## src/rtl/dmem_arb_pkg.sv

```systemverilog
// Shared constants and grant selection for the data-memory arbiter.
// The DMEM_ARB_RR_EN build option is consumed by dmem_arbiter; this package is option-neutral.
package dmem_arb_pkg;

    localparam logic [1:0] IDLE = 2'd0;
    localparam logic [1:0] BUSY = 2'd1;
    localparam logic [1:0] DONE = 2'd2;

    localparam logic OWN_P = 1'b0;
    localparam logic OWN_D = 1'b1;

    localparam int CNT_W = 4;

    // On a tie, prefer_d selects D; a lone requester always wins.
    function automatic logic arb_pick(input logic a_p, input logic a_d, input logic prefer_d);
        logic w_pick;
        if (a_p && a_d) begin
            w_pick = prefer_d ? OWN_D : OWN_P;
        end else if (a_d) begin
            w_pick = OWN_D;
        end else begin
            w_pick = OWN_P;
        end
        return w_pick;
    endfunction

endpackage

```

## src/rtl/dmem_lat_counter.sv

```systemverilog
// Loadable down-counter with zero flag; times the memory access window.
module dmem_lat_counter #(
    parameter int CNT_W = 4
) (
    input  logic             i_clk,
    input  logic             i_rst,
    input  logic             i_load,
    input  logic [CNT_W-1:0] i_load_val,
    input  logic             i_dec,
    output logic             o_zero
);

    logic [CNT_W-1:0] r_cnt;

    // Load on grant, count down while the access is in progress, stop at zero.
    always_ff @(posedge i_clk or posedge i_rst) begin
        if (i_rst) begin
            r_cnt <= {CNT_W{1'b0}};
        end else if (i_load) begin
            r_cnt <= i_load_val;
        end else if (i_dec && (r_cnt != {CNT_W{1'b0}})) begin
            r_cnt <= r_cnt - {{(CNT_W-1){1'b0}}, 1'b1};
        end else begin
            r_cnt <= r_cnt;
        end
    end

    assign o_zero = (r_cnt == {CNT_W{1'b0}});

endmodule

```

## src/rtl/dmem_arbiter.sv

```systemverilog
// Multi-cycle single-port data-memory arbiter between the MEM stage (P) and debug/loader (D).
// Define DMEM_ARB_RR_EN for round-robin tie-breaking; default build is fixed P-first priority.
module dmem_arbiter
    import dmem_arb_pkg::*;
#(
    parameter int WORD    = 64,
    parameter int LATENCY = 2
) (
    input  logic            im_clk,
    input  logic            reset,
    input  logic            p_req,
    input  logic            p_we,
    input  logic [WORD-1:0] p_addr,
    input  logic [WORD-1:0] p_wdata,
    output logic [WORD-1:0] p_rdata,
    output logic            p_ack,
    output logic            p_stall,
    input  logic            d_req,
    input  logic            d_we,
    input  logic [WORD-1:0] d_addr,
    input  logic [WORD-1:0] d_wdata,
    output logic [WORD-1:0] d_rdata,
    output logic            d_ack,
    output logic            dm_en,
    output logic            dm_we,
    output logic [WORD-1:0] dm_addr,
    output logic [WORD-1:0] dm_wdata,
    input  logic [WORD-1:0] dm_rdata,
    output logic            busy,
    output logic            owner
);

    localparam logic [CNT_W-1:0] LOAD_VAL = CNT_W'(LATENCY - 1);

    logic [1:0]      r_state;
    logic            r_owner;
    logic            r_dm_en;
    logic            r_dm_we;
    logic [WORD-1:0] r_dm_addr;
    logic [WORD-1:0] r_dm_wdata;
    logic [WORD-1:0] r_p_rdata;
    logic [WORD-1:0] r_d_rdata;
    logic            r_p_ack;
    logic            r_d_ack;

    logic            w_any_req;
    logic            w_grant;
    logic            w_prefer_d;
    logic            w_win;
    logic            w_cnt_zero;
    logic            w_cmd_we;
    logic [WORD-1:0] w_cmd_addr;
    logic [WORD-1:0] w_cmd_wdata;

    assign w_any_req = p_req | d_req;
    assign w_grant   = (r_state == IDLE) && w_any_req;

`ifdef DMEM_ARB_RR_EN
    logic r_last_win;

    // Remember the previous winner so the other port takes the next tie.
    always_ff @(posedge im_clk or posedge reset) begin
        if (reset) begin
            r_last_win <= OWN_D;
        end else if (w_grant) begin
            r_last_win <= w_win;
        end else begin
            r_last_win <= r_last_win;
        end
    end

    assign w_prefer_d = (r_last_win == OWN_P);
`else
    assign w_prefer_d = 1'b0;
`endif

    assign w_win       = arb_pick(p_req, d_req, w_prefer_d);
    assign w_cmd_we    = (w_win == OWN_D) ? d_we    : p_we;
    assign w_cmd_addr  = (w_win == OWN_D) ? d_addr  : p_addr;
    assign w_cmd_wdata = (w_win == OWN_D) ? d_wdata : p_wdata;

    dmem_lat_counter #(
        .CNT_W (CNT_W)
    ) u_lat_cnt (
        .i_clk      (im_clk),
        .i_rst      (reset),
        .i_load     (w_grant),
        .i_load_val (LOAD_VAL),
        .i_dec      (r_state == BUSY),
        .o_zero     (w_cnt_zero)
    );

    // Grant, hold the memory command for LATENCY cycles, then return data and a one-cycle ack.
    always_ff @(posedge im_clk or posedge reset) begin
        if (reset) begin
            r_state    <= IDLE;
            r_owner    <= OWN_P;
            r_dm_en    <= 1'b0;
            r_dm_we    <= 1'b0;
            r_dm_addr  <= {WORD{1'b0}};
            r_dm_wdata <= {WORD{1'b0}};
            r_p_rdata  <= {WORD{1'b0}};
            r_d_rdata  <= {WORD{1'b0}};
            r_p_ack    <= 1'b0;
            r_d_ack    <= 1'b0;
        end else begin
            case (r_state)
                IDLE: begin
                    if (w_any_req) begin
                        r_state    <= BUSY;
                        r_owner    <= w_win;
                        r_dm_en    <= 1'b1;
                        r_dm_we    <= w_cmd_we;
                        r_dm_addr  <= w_cmd_addr;
                        r_dm_wdata <= w_cmd_wdata;
                    end
                end
                BUSY: begin
                    if (w_cnt_zero) begin
                        r_state    <= DONE;
                        r_dm_en    <= 1'b0;
                        r_dm_we    <= 1'b0;
                        r_dm_addr  <= {WORD{1'b0}};
                        r_dm_wdata <= {WORD{1'b0}};
                        r_p_ack    <= (r_owner == OWN_P);
                        r_d_ack    <= (r_owner == OWN_D);
                        // Writes leave the requester's read-data register untouched.
                        if (!r_dm_we && (r_owner == OWN_P)) begin
                            r_p_rdata <= dm_rdata;
                        end
                        if (!r_dm_we && (r_owner == OWN_D)) begin
                            r_d_rdata <= dm_rdata;
                        end
                    end
                end
                DONE: begin
                    r_state <= IDLE;
                    r_p_ack <= 1'b0;
                    r_d_ack <= 1'b0;
                end
                default: begin
                    r_state <= IDLE;
                end
            endcase
        end
    end

    assign p_rdata  = r_p_rdata;
    assign d_rdata  = r_d_rdata;
    assign p_ack    = r_p_ack;
    assign d_ack    = r_d_ack;
    // Low during the ack cycle so the pipeline advances on that edge.
    assign p_stall  = p_req & ~r_p_ack;
    assign dm_en    = r_dm_en;
    assign dm_we    = r_dm_we;
    assign dm_addr  = r_dm_addr;
    assign dm_wdata = r_dm_wdata;
    assign busy     = (r_state != IDLE);
    assign owner    = r_owner;

endmodule

```

## config.mk

```make
export PLATFORM = sky130hd
export DESIGN_NAME = dmem_arbiter
export DESIGN_NICKNAME = d
export VERILOG_FILES = /design/src/rtl/dmem_arb_pkg.sv /design/src/rtl/dmem_lat_counter.sv /design/src/rtl/dmem_arbiter.sv
export SDC_FILE = /design/constraint.sdc
export NUM_CORES = 1
export LEC_CHECK = 0
export CAP_MARGIN = 25
export CORE_AREA = 2 2 227 229
export DETAILED_ROUTE_END_ITERATION = 16
export DIE_AREA = 0 0 229 231
export MAX_ROUTING_LAYER = met4
export PLACE_DENSITY = 0.56
export SLEW_MARGIN = 20
export SYNTH_ARGS = -nofsm -noshare
export SYNTH_HDL_FRONTEND = slang
export SYNTH_SLANG_ARGS = --single-unit
```

## constraint.sdc

```tcl
create_clock -name im_clk -period 17.8 [get_ports im_clk]
set_input_delay 1.78 -clock im_clk [delete_from_list [all_inputs] [get_ports im_clk]]
set_output_delay 1.78 -clock im_clk [all_outputs]
set_load 0.02 [all_outputs]
```

# ---- Yosys cells after proc, flatten, opt, wreduce, memory -nomap -nowiden
# Cells that the tools add are included.
dict set report classes {
  n_bitwise 4
  add_sub_neg 1
  n_reduce_logical 19
  eq_ne 4
  muxes 24
}
# op n
set ops {}
lappend ops {{64-bit 2-to-1 mux} 5}
lappend ops {{64-bit one-hot mux with 2 select lines} 2}
lappend ops {{3-bit AND reduction} 3}
lappend ops {{1-bit 2-to-1 mux} 8}
lappend ops {{4-bit 2-to-1 mux} 2}
lappend ops {{1-bit one-hot mux with 2 select lines} 4}
lappend ops {{2-bit nonzero test} 4}
lappend ops {{2-bit AND reduction} 3}
lappend ops {{1-bit logical AND} 5}
lappend ops {{4-bit zero test} 1}
lappend ops {{2-bit 2-to-1 mux} 2}
lappend ops {{2-bit inequality test (second input constant)} 2}
lappend ops {{2-bit one-hot mux with 2 select lines} 1}
lappend ops {{4-bit nonzero test} 1}
lappend ops {{4-bit by 1-bit subtractor with 4-bit output (second input constant)} 1}
lappend ops {{2-bit by 1-bit equality test with 1-bit output (second input constant)} 1}
lappend ops {{2-bit equality test (second input constant)} 1}
lappend ops {{2-bit zero test} 1}
lappend ops {{1-bit inverter} 2}
lappend ops {{1-bit AND} 1}
lappend ops {{1-bit zero test} 1}
lappend ops {{1-bit OR} 1}
dict set report totals {
  reg_bits 267
  word_cells 63
  out_inout_bits 263
  inputBits 326
}

# ---- Logic depth before layout (Yosys ltp)
dict set report logic_depth {
  ltp_word 5
  depth_mapped 8
  depth_no_buf 6
}

# ---- Hierarchy
# Synthesis repeated with hierarchy kept, for this count alone.
dict set report hier_totals {
  cells_unflattened 1040
  hier_area_um2 11927.7
}
# module instances cells_per_inst area_per_inst_um2
set modules_own_cells {}
lappend modules_own_cells {dmem_arbiter 1 1012 11666.2}
lappend modules_own_cells {dmem_lat_counter 1 28 261.5}

# ---- Least setup slack after synthesis
# OpenSTA, ideal clock, no wires.
dict set report synth_timing {
  path_type {input port to output port}
  from {in p_req}
  to {out p_stall}
  cell_stages 1
  slack_ns 13.913
  path_buffers 0
  arrival_time_ns 2.107
  t_required_ns 16.020
  path_cell_list {nor2b_1}
}
dict set report synth_via {
  elab_chain_cells 1
}
# element line
set synth_lines {}
lappend synth_lines {{start, declared} dmem_arbiter.sv:11} ;# input logic p_req,
lappend synth_lines {{1-bit AND} dmem_arbiter.sv:153} ;# assign p_stall = p_req & ~r_p_ack;
lappend synth_lines {{end, declared} dmem_arbiter.sv:17} ;# output logic p_stall,
# Every way passes these cells.

# ---- Final worst setup path
# Same ends and word-level chain as after synthesis.

==> flow_summary.ini <==
[drt]
wl_met3_um = 4103
drc = 0
drt-initial-drc-count = 432
wl_um = 45380
antenna_left = 0
route.top_layer_used = met4
via_per_inst = 4.563
routedWlPerCell_um = 20.94
wl_met2_um = 21810
wl_met1_um = 18310
vias = 9889
first_pass_iters = 4

[timing]
fmax_mhz = 196.5
hold-worst-slack_ps = 507.0
slew_headroom_pct = 29.16
rsz0062_at_grt = no
hold_violations = 0
min_period_ps = 5089
tightest_slew_ps = 1063
fin_tns_setup_ps = 0
final-max-slew-violation-count = 0
setup_viol = 0
finalCritPeriodShare_pct = 28.59
skew_ps = 12.78

[cts]
h-tree-depth = 2
clk_pin_slew_ps = 60
worstSkewPairLatency_ps = 530
cts_tree = yes
ctsHoldBuffers = 0
cts.sinks = 267
numCtsBuffers = 34
clk_path_buf_depth = 3
cts_setup_buffers = 0
cts_resized = 0
cts-root-buf = clkbuf_16

[worst_hold_path]
worstHoldStart = p_rdata[16]
hold_class = flop to flop
min_delay_path_depth = 1
worstHoldEndpoint = p_rdata[16]

[critical_path]
worstPathArrival_ps = 3310
cp_max_fo = 6
cp.required_ps = 16020
path_class = input pin to output port
start_kind = input pin
r2r_slack_ps = 14600
reg2reg_to = dm_addr[12]
worst-r2r-cell-count = 7
r2r-start = u_lat_cnt.r_cnt[0]
endpoint_kind = output port

[floorplanning]
initial_utilization_pct = 24.00
die_w_um = 229
ios = 589
core_region_area_mm2 = 0.05068
rows = 83
die_area_mm2 = 0.05290
fp.dieH_um = 231

[grt]
grt_pass1_vias = 10660
grt_util_all_layers_pct = 17.09
overflow = 0
antenna_found_initial = 4
grt_max_degree = 98
grt_pass1_wl_um = 67450

[place]
dp.final_hpwl_um = 31830
portBuffers = 588
dpl-instance-area_mm2 = 0.01847
gp_congestion = 0.8275

[yosys]
syn_avg_cell_area_um2 = 13.33
synth_flop_cell = dfrtp_1
synth_area_leaders = dfrtp_1 (55%), mux2_4 (15%), mux2i_1 (11%), o22ai_1 (6.7%), o21ai_0 (5.6%)
netlist_area_mm2 = 0.01216
ys_async_sr_fraction_pct = 100.0
synth_top_cell_by_area = dfrtp_1
mappedNetlistNets = 1240
synth_top_area_share_pct = 54.94
synth_commonest_cells = dfrtp_1 (267), o21ai_0 (135), o22ai_1 (130)
synth-edff-count = 0
yosysMostFrequentCell = dfrtp_1
yosys_warnings = 0
syn-instance-count = 912
synth_seq_cells = 267
synth-seq-area-share_pct = 54.94
synth_cell_type_count = 33

[power_and_ir_drop]
ir_worst_vdd_uv = 73.97
power.density_mw_per_mm2 = 183.2
p_leak_uw = 0.008227
p_total_uw = 3583

[cells_and_area]
regArea_mm2 = 0.006681
area_growth_pct = 60.86
finalNetCount = 1791
drive_gt1_share_pct = 13.75
fillCellCount = 4972
multi_input_area_mm2 = 0.004918
stdcell_area_mm2 = 0.01956

[run]
maxCapViolCount = 0

[status]
outcome = completed
-- per-stage QoR --
stage | util (%) | std cells | worst slack [ps]
2_1_floorplan | - | 912 | 8666
3_3_place_gp | 36.45 | 2107 | 12400
3_5_place_dp | 36.45 | 2107 | 12310
4_1_cts | 38.58 | 2164 | 12720
5_1_grt | 38.60 | 2167 | 12700
6_report | 38.60 | 2167 | 12710
-- power by group --
part	internal (uW)	total [uW]	switching, uW
Sequential	907	1070	165
Combinational	921	1840	917
Clock	407	675	268
-- worst max-delay path by stage --
stage	cells past startpoint	slack [ps]	end	from
2_1_floorplan	1	8670	d_ack	reset
3_3_place_gp	7	12400	dm_addr[22]	d_req
3_5_place_dp	7	12310	dm_addr[12]	d_req
4_1_cts	3	12720	p_stall	p_req
5_1_grt	3	12700	p_stall	p_req
6_report	3	12710	p_stall	p_req
-- metal layers --
metal	track usage [%]	vias to the layer above
met2	27.77	442
met4	5.398	0
met1	19.70	4900
met5	-	-
li1	-	4488
met3	6.139	59
-- worst max-delay path, cell delays in order --
cell and delay [ps]:
clkdlybuf4s50_1 700, nor2b_1 210, clkdlybuf4s50_1 620
-- state kept, by name, indices dropped and copies added (netlist names) --
signal / cells
dm_addr: 64
r_state: 2
p_ack: 1
d_rdata: 64
dm_wdata: 64
owner: 1
dm_en: 1
d_ack: 1
u_lat_cnt.r_cnt: 4
p_rdata: 64
dm_we: 1
-- cell type report --
| cell class | count | share of cell area [%] |
|---|---|---|
| Timing Repair Buffer | 601 | 30.59 |
| Sequential cell | 267 | 34.16 |
| Antenna cell | 3 | 0.03838 |
| Clock buffer | 50 | 5.175 |
| Tap cell | 680 | 4.349 |
| Multi-Input combinational cell | 552 | 25.14 |
| Inverter | 7 | 0.1919 |
| Clock inverter | 7 | 0.3582 |
-- cell usage in the layout (no fill, tap or decap), types with 2 or more instances in the layout --
cell type | synthesis | final
clkdlybuf4s50_1 | 0 | 588
dfrtp_1 | 267 | 267
o21ai_0 | 135 | 135
o22ai_1 | 130 | 130
mux2i_1 | 129 | 129
mux2_4 | 120 | 120
clkbuf_16 | 0 | 35
buf_4 | 0 | 13
mux2_2 | 9 | 9
clkbuf_8 | 0 | 8
clkbuf_1 | 49 | 7
clkinv_2 | 0 | 4
inv_1 | 7 | 4
diode_2 | 0 | 3
nand2b_1 | 2 | 2
or4_4 | 2 | 2
nand3_1 | 2 | 2
o211ai_1 | 2 | 2
a21oi_1 | 2 | 2
ha_1 | 2 | 2
-- cell families (layout without fill, tap and decap cells) --
group / Yosys count / count (layout) / synth area share, %
compound gates: 272 / 272 / 12.62
other cells: 0 / 3 / 0
buf+inv: 93 / 665 / 4.826
simple gates: 20 / 20 / 1.132
fa+ha+maj: 2 / 2 / 0.2057
flops: 267 / 267 / 54.94
mux: 258 / 258 / 26.27
No activity file was read; power rests on OpenSTA's default activity.
==> variant 1, RTL diff (same flow settings) <==
Build with the macro `DMEM_ARB_RR_EN` defined.
--- a/src/rtl/dmem_arbiter.sv
+++ b/src/rtl/dmem_arbiter.sv
@@ -2,2 +2,4 @@
 // Define DMEM_ARB_RR_EN for round-robin tie-breaking; default build is fixed P-first priority.
+`define DMEM_ARB_RR_EN
+
 module dmem_arbiter
Check against the original RTL: same outputs for any inputs over 4 cycles, from zero or initial values and one cycle with reset high; that may be too few to reach the edited logic, so the function may still have changed.
==> variant 1 against the unedited design <==
  * Synthesized area fell by 2.6%
  * Hold slack got worse by 0.0056 ns
  * Global-route usage fell by 1.8 points
  * Worst setup slack improved by 0.17 ns
  * Wire length fell by 9.1%
  * Final area fell by 1.2%
  * Sequential cell count rose by 1
  * Clock skew fell by 0.0027 ns
  * Total power fell by 1.9%
  * Core utilization fell by 0.45 points
  * Sequential power barely moved
  * Highest routed layer unchanged
==> variant 1: results (changes against the unedited design) <==
| Parameter | Value | Unit | Delta |
|:---|:---|:---|:---|
| Capturing point of the worst reg2reg path | owner | - |  |
| Number of vias per cell | 4.51 | - | -1.1% |
| First-pass GRT wire length | 62.2 | mm | -7.7% |
| Maximum number of pins on one net before global-route repair | 162 | - | +65% |
| Post-synthesis net count | 1240 | - | unchanged |
| Clock latency at the later pin of the worst-skew pair | 0.57 | ns | +0.04 ns |
| Worst-case reg-to-reg path depth | 4 | - | -3 |
| Drt first pass iters | 4 | - | unchanged |
| Distinct cells, synth | 27 | - | -18% |
| Peak supply drop | 60.4 | µV | -18% |
| Global placer's final weighted congestion | 0.798 | - | -3.6% |
| Post-place instance area | 18300 | µm² | -1.1% |
| Worst max-slew margin expressed relative to the limit | 0.259 | - | -0.0327 |
| Overall Global Routing Usage | 0.153 | - | -0.0182 |
| First-iteration detailed-routing DRC count | 465 | - | +7.6% |
| Delay of the slowest cell on the worst path | 0.61 | ns | -0.09 ns |
| Nets@finish | 1785 | - | -0.34% |
| Total leakage power | 0.00804 | µW | -2.2% |
| Fraction of layout instances using a drive strength above 1 | 0.137 | - | -0.000489 |
| Total via count after detailed routing | 9761 | - | -1.3% |
| CP max FO | 3 | - | -3 |
| Initial antenna violation count | 1 | - | -3 |
| Critical path data arrival time | 3.14 | ns | -0.17 ns |
| CTS H-tree lvls | 1 | - | -1 |
| Status | finished clean | - |  |
| Inserted Diodes | 0 | - | -3 |
| Reg-to-reg setup timing slack | 14.76 | ns | +0.16 ns |
| Number of global-route vias before repair | 10400 | - | -2.7% |
| Final worst clock skew | 0.0101 | ns | -0.00271 ns |
| Final routed wirelength across all metal layers | 41.2 | mm | -9.1% |
| Largest cells by area after synthesis | sky130_fd_sc_hd__dfrtp_1 56%, sky130_fd_sc_hd__mux2i_1 11%, sky130_fd_sc_hd__mux2_4 7.6% | - |  |
| Reg2Reg Launch Point | r_state[1] | - |  |
| Cells after DPL | 2104 | - | -0.14% |
| Sequential area share after synthesis | 0.566 | - | +0.0169 |
| Ranking of synthesized cells by instance count | 267 x sky130_fd_sc_hd__dfrtp_1, 136 x sky130_fd_sc_hd__o21ai_0, 132 x sky130_fd_sc_hd__mux2i_1 | - |  |
variant 1: cell types whose count changed after synthesis, sizes merged, moves of 2 or more:
cell / delta
a21oi: -2
buf: -9
clkbuf: +11
inv: -4
mux2i: +3
nand2: +2
nand3: +4
o211ai: -2
or4: -3
variant 1: layout make-up:
class                   instances  area (µm²)
clock inverters                14         155
flip-flops and latches        268        6710
well taps                     680         851
multi-input cells             553        4700
fillers                      5019       31300
repair buffers                600        6000
clock buffers                  44         905
inverters                       3        18.8
variant 1: stage by stage:
step	util	worst slack, ns
5_1_grt	0.381	12.83
3_5_place_dp	0.361	12.83
4_1_cts	0.381	12.87
2_1_floorplan	-	8.64
3_3_place_gp	0.360	12.84
6_report	0.381	12.88
variant 1: cells by family (layout without fill, tap and decap cells):
group,Yosys count,in the layout,synth area share
flops,268,268,0.566
fa+ha+maj,2,2,0.00211
compound gates,266,266,0.126
buf+inv,91,661,0.0398
simple gates,23,23,0.0113
mux,262,262,0.254
variant 1: power breakdown:
group | switching [µW] | leakage [µW] | internal (µW)
registers | 157 | 0.00324 | 911
clock network | 258 | 0.000528 | 396
logic | 909 | 0.00427 | 886
variant 1: metal layers:
| layer | GRT usage | vias up | routed length, µm |
|---|---|---|---|
| met3 | 0.0382 | 69 | 2980 |
| met5 | - | - | 0 |
| met1 | 0.177 | 4799 | 16400 |
| met4 | 0.0420 | 0 | 1030 |
| met2 | 0.263 | 418 | 20800 |
| li1 | - | 4475 | - |
variant 1: worst min path at each step:
stage / startpoint / slack (ns) / depth (start not counted) / to
3_3_place_gp: u_lat_cnt.r_cnt[3] / 0.48 / 1 / u_lat_cnt.r_cnt[3]
4_1_cts: u_lat_cnt.r_cnt[3] / 0.50 / 1 / u_lat_cnt.r_cnt[3]
5_1_grt: p_rdata[2] / 0.51 / 1 / p_rdata[2]
2_1_floorplan: u_lat_cnt.r_cnt[3] / 0.46 / 1 / u_lat_cnt.r_cnt[3]
6_report: u_lat_cnt.r_cnt[3] / 0.50 / 1 / u_lat_cnt.r_cnt[3]
3_5_place_dp: d_rdata[44] / 0.49 / 1 / d_rdata[44]
variant 1: critical path: cells and delay by family:
kind | cells | cell delay (ns)
AND/OR/NAND/NOR | 1 | 0.17
buffers and inverters | 2 | 1.20
==> variant 2, RTL diff (same settings) <==
Without the edit above. `WORD`: 64 -> 32.
--- a/src/rtl/dmem_arbiter.sv
+++ b/src/rtl/dmem_arbiter.sv
@@ -5,3 +5,3 @@
 #(
-    parameter int WORD    = 64,
+    parameter int WORD    = 32,
     parameter int LATENCY = 2
Interface: changed (9 resized); port bits go from 589 to 301. The function was not compared with the original's and may differ.
==> variant 2 against the unedited design <==
  * Non-clock buffer count is 294 lower
  * Count of clock-buffer cells in the layout is 31 lower
  * Clock skew is 0.0042 ns lower
  * Hold slack worse by 0.0046 ns
  * Total power is 49% lower
  * Worst setup slack worse by 0.026 ns
  * Register-to-register slack better by 0.62 ns
  * Wire length is 54% lower
  * Global-route usage is 8.8 points lower
  * Synthesized area is 49% lower
  * Sequential cell count is 128 lower
  * Die area stayed put
  * Final area is 46% lower
  * Critical path type unchanged
  * Largest power group unchanged
==> variant 2: results (changes against the unedited design) <==
| Parameter | Value | Unit | Delta |
|:---|:---|:---|:---|
| Global placer's final weighted congestion | 0.754 | - | -8.9% |
| Maximum clock insertion buffer count | 2 | - | -1 |
| Drt first pass iters | 4 | - | unchanged |
| Fraction of layout instances using a drive strength above 1 | 0.144 | - | +0.00612 |
| Post-synthesis net count | 652 | - | -47% |
| Endpoint of the worst hold-timing path | d_rdata[8] | - |  |
| First-pass GRT wire length | 31.7 | mm | -53% |
| Clock transition at the register clock pins on the worst setup and hold paths after CTS | 0.06 | ns | about the same |
| Reg-to-reg setup timing slack | 15.22 | ns | +0.62 ns |
| Clock latency at the later pin of the worst-skew pair | 0.47 | ns | -0.06 ns |
| Tightest Hold Check Type | reg2reg | - |  |
| Final worst clock skew | 0.00856 | ns | -0.00422 ns |
| Maximum number of pins on one net before global-route repair | 73 | - | -26% |
| Distinct cells, synth | 32 | - | -3.0% |
| Peak supply drop | 72.7 | µV | -1.7% |
| Capturing point of the worst reg2reg path | dm_addr[5] | - |  |
| Worst-case reg-to-reg path depth | 6 | - | -1 |
| HPWL after detailed placement | 14.3 | mm | -55% |
| Most used DFF post-synth | sky130_fd_sc_hd__dfrtp_1 | - |  |
| Origin of the worst min-delay path | d_rdata[8] | - |  |
| Total leakage power | 0.00410 | µW | -50% |
| Worst max-slew margin expressed relative to the limit | 0.376 | - | +0.0844 |
| Number of global-route vias before repair | 5458 | - | -49% |
| Sequential area share after synthesis | 0.562 | - | +0.0122 |
| Initial antenna violation count | 0 | - | -4 |
| Nets@finish | 936 | - | -48% |
| Number of post-CTS setup repair buffers | 0 | - | unchanged |
| Quantity of I/O buffers inserted on ports | 300 | - | -49% |
| Reg2Reg Launch Point | u_lat_cnt.r_cnt[0] | - |  |
| Largest cells by area after synthesis | sky130_fd_sc_hd__dfrtp_1 56%, sky130_fd_sc_hd__mux2i_1 11%, sky130_fd_sc_hd__mux2_4 7.3% | - |  |
| Total of warnings raised by yosys | 0 | - | unchanged |
| Post-detailed-route count of antenna-violating nets | 0 | - | unchanged |
| Ranking of synthesized cells by instance count | 139 x sky130_fd_sc_hd__dfrtp_1, 69 x sky130_fd_sc_hd__o21ai_0, 66 x sky130_fd_sc_hd__mux2i_1, 66 x sky130_fd_sc_hd__o22ai_1, 35 x sky130_fd_sc_hd__mux2_2 | - |  |
| Hold Path Cell Cnt | 1 | - | unchanged |
| Total via count after detailed routing | 5169 | - | -48% |
| Clock root buffer | sky130_fd_sc_hd__clkbuf_16 | - |  |
| Proportion of synthesized flip-flops having asynchronous set or reset | 1.00 | - | unchanged |
| Post-place instance area | 9920 | µm² | -46% |
| Overall Global Routing Usage | 0.0830 | - | -0.0879 |
| Status | finished clean | - |  |
| Fill cell total of the finished layout | 5571 | - | +12% |
| Number of buffers added by the clock tree synthesis step | 17 | - | -50% |
| Routed wirelength normalized by instance count | 14.3 | µm | -32% |
| CP max FO | 6 | - | unchanged |
| Resized cells post-CTS | 0 | - | unchanged |
| CTS H-tree lvls | 4 | - | +2 |
| First-iteration detailed-routing DRC count | 206 | - | -52% |
| Critical path data arrival time | 3.34 | ns | +0.03 ns |
-- variant 2: cell count changes in the layout (fill, tap and decap cells not counted), sizes merged, moves of 4 or more --
cell / delta
clkbuf: -31
mux2: -64
dfrtp: -128
o21ai: -66
nand2: +4
buf: -6
mux2i: -63
clkdlybuf4s50: -288
o22ai: -64
-- variant 2: metrics by stage --
| stage | hold slack [ns] | util | power (µW) | cells | setup WS (ns) |
|---|---|---|---|---|---|
| 6_report | 0.502 | 0.207 | 1830 | 1461 | 12.68 |
| 2_1_floorplan | 0.536 | - | 1050 | 484 | 12.30 |
| 3_5_place_dp | 0.491 | 0.196 | 1490 | 1429 | 12.70 |
| 5_1_grt | 0.518 | 0.207 | 1940 | 1460 | 12.61 |
| 4_1_cts | 0.506 | 0.207 | 1860 | 1460 | 12.70 |
| 3_3_place_gp | 0.486 | 0.196 | 1490 | 1429 | 12.70 |
-- variant 2: power breakdown --
group / switching [µW] / internal (µW) / leakage (µW)
registers: 84.6 / 471 / 0.00169
logic: 467 / 457 / 0.00215
clock network: 150 / 196 / 0.000263
-- variant 2: worst max-delay path, stage by stage --
cell	delay, ns
sky130_fd_sc_hd__clkdlybuf4s50_1	0.75
sky130_fd_sc_hd__nor2b_1	0.19
sky130_fd_sc_hd__clkdlybuf4s50_1	0.61
-- variant 2: layout make-up --
type | instances | area share
antenna | 1 | 0.000239
clock buffer | 19 | 0.0423
clock inverter | 12 | 0.0109
inverter | 4 | 0.00191
multi-input combinational | 299 | 0.240
sequential | 139 | 0.332
tap | 680 | 0.0812
timing repair buffer | 307 | 0.292
-- variant 2: how the worst max path moves through the flow --
stage / startpoint / cells after the start / slack [ns] / endpoint
after floorplan: reset / 1 / 12.30 / d_ack
after global placement: p_req / 3 / 12.70 / p_stall
after detailed placement: p_req / 3 / 12.70 / p_stall
after CTS: p_req / 3 / 12.70 / p_stall
after global routing: p_req / 3 / 12.61 / p_stall
final: p_req / 3 / 12.68 / p_stall
-- variant 2: cells by family after synthesis --
family                   count (synthesis)  synth area share
AO/OA/AOI/OAI                          142             0.130
adder cells (fa/ha/maj)                  2           0.00404
buffers and inverters                   46            0.0382
flip-flops                             139             0.562
multiplexers                           131             0.243
AND/OR/NAND/NOR                         24            0.0232
-- variant 2: routing by layer --
layer | wire, µm | GRT usage | vias to the layer above | share of wire
met5 | 0 | - | - | 0
li1 | - | - | 2364 | -
met4 | 357 | 0.0365 | 0 | 0.017
met2 | 9840 | 0.130 | 237 | 0.47
met1 | 9010 | 0.0922 | 2544 | 0.43
met3 | 1630 | 0.0351 | 24 | 0.078
